==> config.mk <==
export PLATFORM = sky130hd
export DESIGN_NAME = red_pitaya_dac_ramp
export DESIGN_NICKNAME = d
export VERILOG_FILES = /design/src/rtl/red_pitaya_dac_ramp_pkg.sv /design/src/rtl/red_pitaya_slew_lim.sv /design/src/rtl/red_pitaya_dac_ramp.sv
export SDC_FILE = /design/constraint.sdc
export NUM_CORES = 1
export LEC_CHECK = 0
export CAP_MARGIN = 30
export CORE_UTILIZATION = 35
export CTS_CLUSTER_SIZE = 28
export DETAILED_ROUTE_END_ITERATION = 16
export HOLD_SLACK_MARGIN = 0.06
export SLEW_MARGIN = 20
export SYNTH_ARGS = -nofsm -noshare
export SYNTH_HDL_FRONTEND = slang
export SYNTH_SLANG_ARGS = --single-unit
==> constraint.sdc <==
create_clock -name dac_clk_i -period 15.9 [get_ports dac_clk_i]
set_input_delay 4.77 -clock dac_clk_i [delete_from_list [all_inputs] [get_ports dac_clk_i]]
set_output_delay 4.77 -clock dac_clk_i [all_outputs]
set_load 0.02 [all_outputs]
==> src/rtl/red_pitaya_dac_ramp_pkg.sv <==
// Shared types and constants for the DAC output conditioning stage.
// Ramp FSM state encoding and gain scaling helpers.
package red_pitaya_dac_ramp_pkg;

  typedef enum logic [1:0] {
    StOff  = 2'd0,
    StUp   = 2'd1,
    StRun  = 2'd2,
    StDown = 2'd3
  } ramp_state_e;

  localparam int unsigned GwDefault = 16;

  function automatic int unsigned unity(input int unsigned gw);
    return 32'd1 << gw;
  endfunction

endpackage

==> src/rtl/red_pitaya_slew_lim.sv <==
// Output slew-rate limiter: moves dat_o toward tgt_i by at most slew_max_i per cycle.
// A slew_max_i of zero passes the target straight through.
module red_pitaya_slew_lim #(
  parameter int unsigned DAC_DW = 14
) (
  input  logic              dac_clk_i,
  input  logic              dac_rstn_i,
  input  logic [DAC_DW-1:0] tgt_i,
  input  logic [DAC_DW-1:0] slew_max_i,
  output logic [DAC_DW-1:0] dat_o
);

  logic [DAC_DW-1:0] dat_q, dat_d;
  logic [DAC_DW:0]   tgt_ext, dat_ext, slew_ext, diff, abs_diff, stepped;
  logic              bypass;

  always_comb begin
    tgt_ext  = {tgt_i[DAC_DW-1], tgt_i};
    dat_ext  = {dat_q[DAC_DW-1], dat_q};
    slew_ext = {1'b0, slew_max_i};
    diff     = tgt_ext - dat_ext;
    abs_diff = diff[DAC_DW] ? (~diff + 1'b1) : diff;
    bypass   = (slew_max_i == '0) || (abs_diff <= slew_ext);
    // The stepped value lies between dat_q and tgt_i, so it never leaves the sample range.
    stepped  = diff[DAC_DW] ? (dat_ext - slew_ext) : (dat_ext + slew_ext);
    dat_d    = bypass ? tgt_i : DAC_DW'(stepped);
  end

  always_ff @(posedge dac_clk_i or negedge dac_rstn_i) begin
    if (!dac_rstn_i) begin
      dat_q <= '0;
    end else begin
      dat_q <= dat_d;
    end
  end

  assign dat_o = dat_q;

endmodule

==> src/rtl/red_pitaya_dac_ramp.sv <==
// Per-channel DAC conditioning: soft-start/soft-stop gain ramp on enable changes,
// gain multiply (S1) and slew-rate limit (S2), two cycles from dat_i to dat_o.
module red_pitaya_dac_ramp
  import red_pitaya_dac_ramp_pkg::*;
#(
  parameter int unsigned DAC_DW = 14,
  parameter int unsigned GW     = GwDefault
) (
  input  logic              dac_clk_i,
  input  logic              dac_rstn_i,
  input  logic [DAC_DW-1:0] dat_i,
  input  logic              en_i,
  input  logic [GW-1:0]     gain_step_i,
  input  logic [DAC_DW-1:0] slew_max_i,
  output logic [DAC_DW-1:0] dat_o,
  output logic [1:0]        state_o,
  output logic              busy_o
);

  localparam int unsigned PW    = DAC_DW + GW + 2;
  localparam logic [GW:0] Unity = (GW + 1)'(unity(GW));

  ramp_state_e       state_q;
  logic [GW:0]       gain_q;
  logic              busy_q;
  logic [DAC_DW-1:0] tgt_q, tgt_d;

  logic              step_zero;
  logic [GW+1:0]     gain_sum;
  logic [GW:0]       gain_inc, gain_dec;
  logic [PW-1:0]     dat_ext, gain_ext;
  logic signed [PW-1:0] prod;

  // Saturating gain arithmetic; a zero step means switch straight to the end point.
  always_comb begin
    step_zero = (gain_step_i == '0);
    gain_sum  = {1'b0, gain_q} + {2'b0, gain_step_i};
    if (step_zero || (gain_sum >= {1'b0, Unity})) begin
      gain_inc = Unity;
    end else begin
      gain_inc = gain_sum[GW:0];
    end
    if (step_zero || (gain_q <= {1'b0, gain_step_i})) begin
      gain_dec = '0;
    end else begin
      gain_dec = gain_q - {1'b0, gain_step_i};
    end
  end

  always_ff @(posedge dac_clk_i or negedge dac_rstn_i) begin
    if (!dac_rstn_i) begin
      state_q <= StOff;
      gain_q  <= '0;
      busy_q  <= 1'b0;
    end else begin
      unique case (state_q)
        StOff: begin
          gain_q <= '0;
          if (en_i) begin
            if (step_zero) begin
              gain_q  <= Unity;
              state_q <= StRun;
              busy_q  <= 1'b0;
            end else begin
              state_q <= StUp;
              busy_q  <= 1'b1;
            end
          end
        end
        StUp: begin
          if (!en_i) begin
            // Reverse from the current gain; no jump.
            state_q <= StDown;
            busy_q  <= 1'b1;
          end else begin
            gain_q <= gain_inc;
            if (gain_inc == Unity) begin
              state_q <= StRun;
              busy_q  <= 1'b0;
            end
          end
        end
        StRun: begin
          gain_q <= Unity;
          if (!en_i) begin
            if (step_zero) begin
              gain_q  <= '0;
              state_q <= StOff;
              busy_q  <= 1'b0;
            end else begin
              state_q <= StDown;
              busy_q  <= 1'b1;
            end
          end
        end
        StDown: begin
          if (en_i) begin
            state_q <= StUp;
            busy_q  <= 1'b1;
          end else begin
            gain_q <= gain_dec;
            if (gain_dec == '0) begin
              state_q <= StOff;
              busy_q  <= 1'b0;
            end
          end
        end
        default: begin
          state_q <= StOff;
          gain_q  <= '0;
          busy_q  <= 1'b0;
        end
      endcase
    end
  end

  // S1: floor(dat_i * gain / UNITY); magnitude never exceeds |dat_i|.
  always_comb begin
    dat_ext  = {{(PW - DAC_DW){dat_i[DAC_DW-1]}}, dat_i};
    gain_ext = {{(PW - GW - 1){1'b0}}, gain_q};
    prod     = $signed(dat_ext * gain_ext);
    tgt_d    = DAC_DW'(prod >>> GW);
  end

  always_ff @(posedge dac_clk_i or negedge dac_rstn_i) begin
    if (!dac_rstn_i) begin
      tgt_q <= '0;
    end else begin
      tgt_q <= tgt_d;
    end
  end

  red_pitaya_slew_lim #(
    .DAC_DW (DAC_DW)
  ) u_slew_lim (
    .dac_clk_i  (dac_clk_i),
    .dac_rstn_i (dac_rstn_i),
    .tgt_i      (tgt_q),
    .slew_max_i (slew_max_i),
    .dat_o      (dat_o)
  );

  assign state_o = state_q;
  assign busy_o  = busy_q;

endmodule

After elaboration in Yosys (flattened, before gate mapping)
Cells that the tools add are included.
Storage, ports and cells
  logic and storage cells: 64
  memories kept: 0
  flip-flop bits (word level): 48
  latch bits: 0
  RAM bits: 0
  bits in read-only memories: 0
Operators by class
  $add $sub $neg: 6
  $lt $le $gt $ge: 3
  bitwise operators: 1
  multiply operators: 1
  shifts and indexed selects: 0
  reduce and logical (&&, ||, !) cells: 9
  divide/modulo/power cells: 0
  equal/unequal tests: 10
  mux-type cells: 29
Operator list (count)
  17-bit two-way mux: 8
  17-bit case mux with 4 select lines: 1
  14-bit by 18-bit multiplier with 30-bit output: 1
  14-bit two-way mux: 2
  17-bit by 16-bit adder with 18-bit output: 1
  18-bit by 17-bit >= comparator with 1-bit output (second input constant): 1
  17-bit equality test (second input constant): 1
  17-bit by 16-bit less-or-equal comparator with 1-bit output: 1
  17-bit logical NOT: 1
  17-bit by 16-bit subtractor with 17-bit output: 1
  16-bit logical NOT: 1
  2-bit two-way mux: 8
  15-bit by 1-bit adder with 15-bit output (second input constant): 1
  15-bit by 14-bit less-or-equal comparator with 1-bit output: 1
  15-bit two-way mux: 1
  15-bit NOT: 1
  14-bit by 14-bit subtractor with 15-bit output: 1
  14-bit adder: 1
  14-bit logical NOT: 1
  14-bit subtractor: 1
  2-bit != test (second input constant): 4
  2-bit case mux with 4 select lines: 1
  1-bit two-way mux: 7
  3-bit != test (second input constant): 2
  other kinds (7): 10

Logic depth before layout (Yosys ltp)
  depth in word-level cells: 8
  mapped depth: 24

Modules after synthesis
From an unflattened synthesis, not the netlist that was laid out.
Second synthesis, totals
  cells, all modules: 1638
  area, all modules: 13907.1 sq um
By module, submodules not included
  red_pitaya_dac_ramp: area an instance 11020.6 sq um, cells an instance 1287, times used 1
  red_pitaya_slew_lim: area an instance 2886.5 sq um, cells an instance 351, times used 1

Least setup slack after synthesis
No wires, ideal clock.
  path kind: input port to flip-flop
  start point: input dat_i[3]
  end point: register tgt_q[13]
  buffers on the path: 1
  setup slack: 5.661 ns
  stages on the path: 20
  setup time: 0.080 ns
  required time: 15.820 ns
  arrival time: 10.159 ns
  cells stage by stage: clkbuf_1 -> and2_1 -> fa_1 -> inv_1 -> fa_1 -> inv_1 -> fa_1 -> fa_1 -> fa_1 -> fa_1 -> ha_1 -> and4_1 -> and2_0 -> a311oi_1 -> o21ai_0 -> a31oi_1 -> o21ai_0 -> or3_1 -> a31oi_1 -> xnor2_1
Between the ends
  longest elaborated chain between the ends: 1
RTL lines
  from (decl): RTL line red_pitaya_dac_ramp.sv:11  | input logic [DAC_DW-1:0] dat_i,
  14-bit by 18-bit multiplier with 30-bit output: RTL line red_pitaya_dac_ramp.sv:121  | prod = $signed(dat_ext * gain_ext);
  via prod[29]: RTL line red_pitaya_dac_ramp.sv:32  | logic signed [PW-1:0] prod;
  to (signal assigned): RTL line red_pitaya_dac_ramp.sv:129  | tgt_q <= tgt_d;
  to (decl): RTL line red_pitaya_dac_ramp.sv:26  | logic [DAC_DW-1:0] tgt_q, tgt_d;
The timed path passes the listed nets, and every way through them passes these cells.
A chain may end at the register's enable or synchronous reset.

Worst setup path after layout
  start point: input dat_i[2]
  end point: register tgt_q[13]
Same word-level chain as after synthesis.

==> metrics.md <==
| Metric | Value |
|---|---|
| Rows | `71` |
| Crit-path max cell delay | `0.67 ns` |
| Top cell type's share of synthesized area | `0.269` |
| Post-synth top cells | `inv_1, fa_1, ha_1` |
| Cells along the critical path | `clkdlybuf4s50_1 > and2_1 > fa_1 > inv_1 > fa_1 > inv_1 > fa_1 > inv_1 > fa_1 > inv_1 > fa_1 > fa_1 > ha_1 > and4_1 > and2_0 > a311oi_1 > o21ai_0 > a31oi_1 > o21ai_0 > or3_1 > a31oi_1 > xnor2_1` |
| Initial core utilization | `0.357` |
| Total die area | `0.0393 sq mm` |
| GRT Total Usage | `0.175` |
| Slowest-stage cell, CP | `clkdlybuf4s50_1` |
| TritonRoute pass-1 iters | `7` |
| Hold crit path type | `reg -> reg` |
| Syn nets | `1988` |
| Slew headroom | `0.325` |
| Chip Width | `198 um` |
| Post-synthesis sequential area ratio | `0.0891` |
| Nets | `2005` |
| Final setup violation count | `0` |
| ANT nets after route | `0` |
| Critical Path Source Type | `primary input` |
| Top post-synthesis cells by area | `fa_1, ha_1, dfrtp_1` |
| Ys async rst share | `1.00` |
| Largest net degree at the start of global routing | `49` |
| Met1 wire length | `15.5 mm` |
| Number of setup buffers added after CTS | `0` |
| Resize count post-CTS | `0` |
| CP top delay family | `adder cells` |
| Post-synth EDFFs | `0` |
| IO buf count | `63` |
| Worst-skew pair later-pin latency | `0.30 ns` |
| Num CTS Buffers | `5` |
| Ys flop type | `dfrtp_1` |
| Fin crit share | `0.721` |
| Slew @ Worst Pin | `0.985 ns` |
| Critical Path Fanout Max | `17` |
| Metal3 WL | `1.05 mm` |
| Yosys cell types | `71` |
| Worst endpoint required time | `16.12 ns` |
| Area of the mapped netlist | `0.0135 sq mm` |
| Top layer in use | `met5` |
| Setup TNS | `0 ns` |
| Vias per cell | `5.13` |
| Most common cell in the netlist | `inv_1` |
| Num ports | `64` |
| Yosys warning count | `0` |
| Unrepaired setup endpoints after global routing | `false` |
| Synth-to-Final Area Change | `9.26%` |
| Clk buf depth | `2` |
| Vias in the first global route | `11065` |
| Clk slew on worst S/H paths | `0.07 ns` |
| CP dominant cell by count | `fa_1` |
| Post-synth top area cell | `fa_1` |
| Clock Sinks | `48` |
| # hold bufs at CTS | `0` |
| Worst setup EP type | `flip-flop` |
| Grt ovf | `0` |
| Post-Syn Instances | `1585` |
| CTS Root Cell | `clkbuf_16` |
| Drt total wl | `33.2 mm` |
| Buf/Inv on CP | `5` |
| Metal2 WL | `16.3 mm` |
| Share of cells above drive strength 1 | `0.0312` |
| RD Place Congestion | `0.873` |
| Core area | `0.0378 sq mm` |
| Final number of hold-violating endpoints | `0` |
| Syn Area/Cell | `8.51 sq um` |
| H-tree level count | `2` |
| Clock tree from TritonCTS | `done` |
| Post-DP HPWL | `27.7 mm` |
| CP arrival | `11.69 ns` |
| Clock skew | `0.00512 ns` |
| Max-Cap Viols | `0` |
| Vias | `10849` |
| Max Clk Rate | `87.2 MHz` |
| Max Slew Vio Count | `0` |
| Initial antenna violation count | `1` |
| First-pass GRT wire length | `55.3 mm` |
| Status | `finished clean` |
| #FFs+latches synth | `48` |
| Fin crit period | `11.47 ns` |
| Antenna diodes | `0` |
| Crit path kind | `in -> reg` |
| Routed wire length per instance | `15.7 um` |
| 1st-iter DRT viols | `592` |
| DIE HEIGHT | `198 um` |
| DRC Markers | `0` |
## registers in the layout, indices dropped and copies added, names as in the netlist
signal / flops
busy_o: 1
u_slew_lim.dat_o: 14
state_o: 2
gain_q: 17
tgt_q: 14
## stage by stage
stage | hold WS (ns) | instance area, sq um | setup WS (ns) | utilization | std cells
floorplan | 0.484 | 13500 | 5.66 | - | 1585
global placement | 0.492 | 14600 | 4.23 | 0.386 | 2105
detailed placement | 0.497 | 14600 | 4.08 | 0.386 | 2106
CTS | 0.517 | 14700 | 4.39 | 0.390 | 2114
global route | 0.532 | 14700 | 4.04 | 0.390 | 2114
finish | 0.512 | 14700 | 4.43 | 0.390 | 2114
## layer usage
metal,track usage,vias to the layer above
li1,-,5227
met1,0.230,5357
met2,0.314,236
met3,0.0165,27
met4,0.0296,2
met5,0,-
## cell families after synthesis
family,share of synthesized area
simple gates,0.194
fa+ha+maj,0.431
buf+inv,0.0905
compound gates,0.128
xor+xnor,0.0481
flops,0.0891
mux,0.0195
## area by class of cell
class / count / area, sq um
fillers: 3875 / 23000
multi-input cells: 1214 / 11100
flip-flops and latches: 48 / 1200
inverters: 265 / 995
repair buffers: 68 / 663
well taps: 511 / 639
clock buffers: 5 / 125
clock inverters: 3 / 46.3
## final timing paths
check	from	slack [ns]	cells past startpoint	to
worst max register to register	gain_q[5]$_DFFE_PN0P_	9.01	21	tgt_q[13]$_DFF_PN0_
worst min register to register	tgt_q[10]$_DFF_PN0_	0.51	1	u_slew_lim.dat_o[10]$_DFF_PN0_
worst max-delay path	dat_i[2]	4.43	22	tgt_q[13]$_DFF_PN0_
min in group asynchronous	dac_rstn_i	4.58	2	u_slew_lim.dat_o[13]$_DFF_PN0_
worst min-delay path	tgt_q[10]$_DFF_PN0_	0.51	1	u_slew_lim.dat_o[10]$_DFF_PN0_
max in group asynchronous	dac_rstn_i	10.84	2	gain_q[1]$_DFFE_PN0P_
## worst register-to-register path: stages (launching register included)
cell and delay, ns:
dfrtp_1 0.63, and2_1 0.31, fa_1 0.47, inv_1 0.05, fa_1 0.49, inv_1 0.06
fa_1 0.49, inv_1 0.05, fa_1 0.53, inv_1 0.05, fa_1 0.49, fa_1 0.42
ha_1 0.30, and4_1 0.21, and2_0 0.15, a311oi_1 0.49, o21ai_0 0.29, a31oi_1 0.35
o21ai_0 0.23, or3_1 0.37, a31oi_1 0.23, xnor2_1 0.14
## placed cells by master, fill, tap and decap left out, types with 10 or more instances in the layout
master / count
inv_1: 265
fa_1: 181
ha_1: 175
nand2_1: 143
and2_1: 134
nor2_1: 74
a21oi_1: 70
clkdlybuf4s50_1: 62
xnor2_1: 56
dfrtp_1: 48
o21ai_0: 44
nor3_1: 33
nor2b_1: 31
nand3_1: 22
xor2_1: 18
o21a_1: 15
nor4_1: 13
nand2b_1: 12
a31oi_1: 11
a21o_1: 10
or3_1: 10
Power is left out: the tool's default activity adds up to more than one toggle a clock period on the data nets, which glitch-free logic cannot reach.
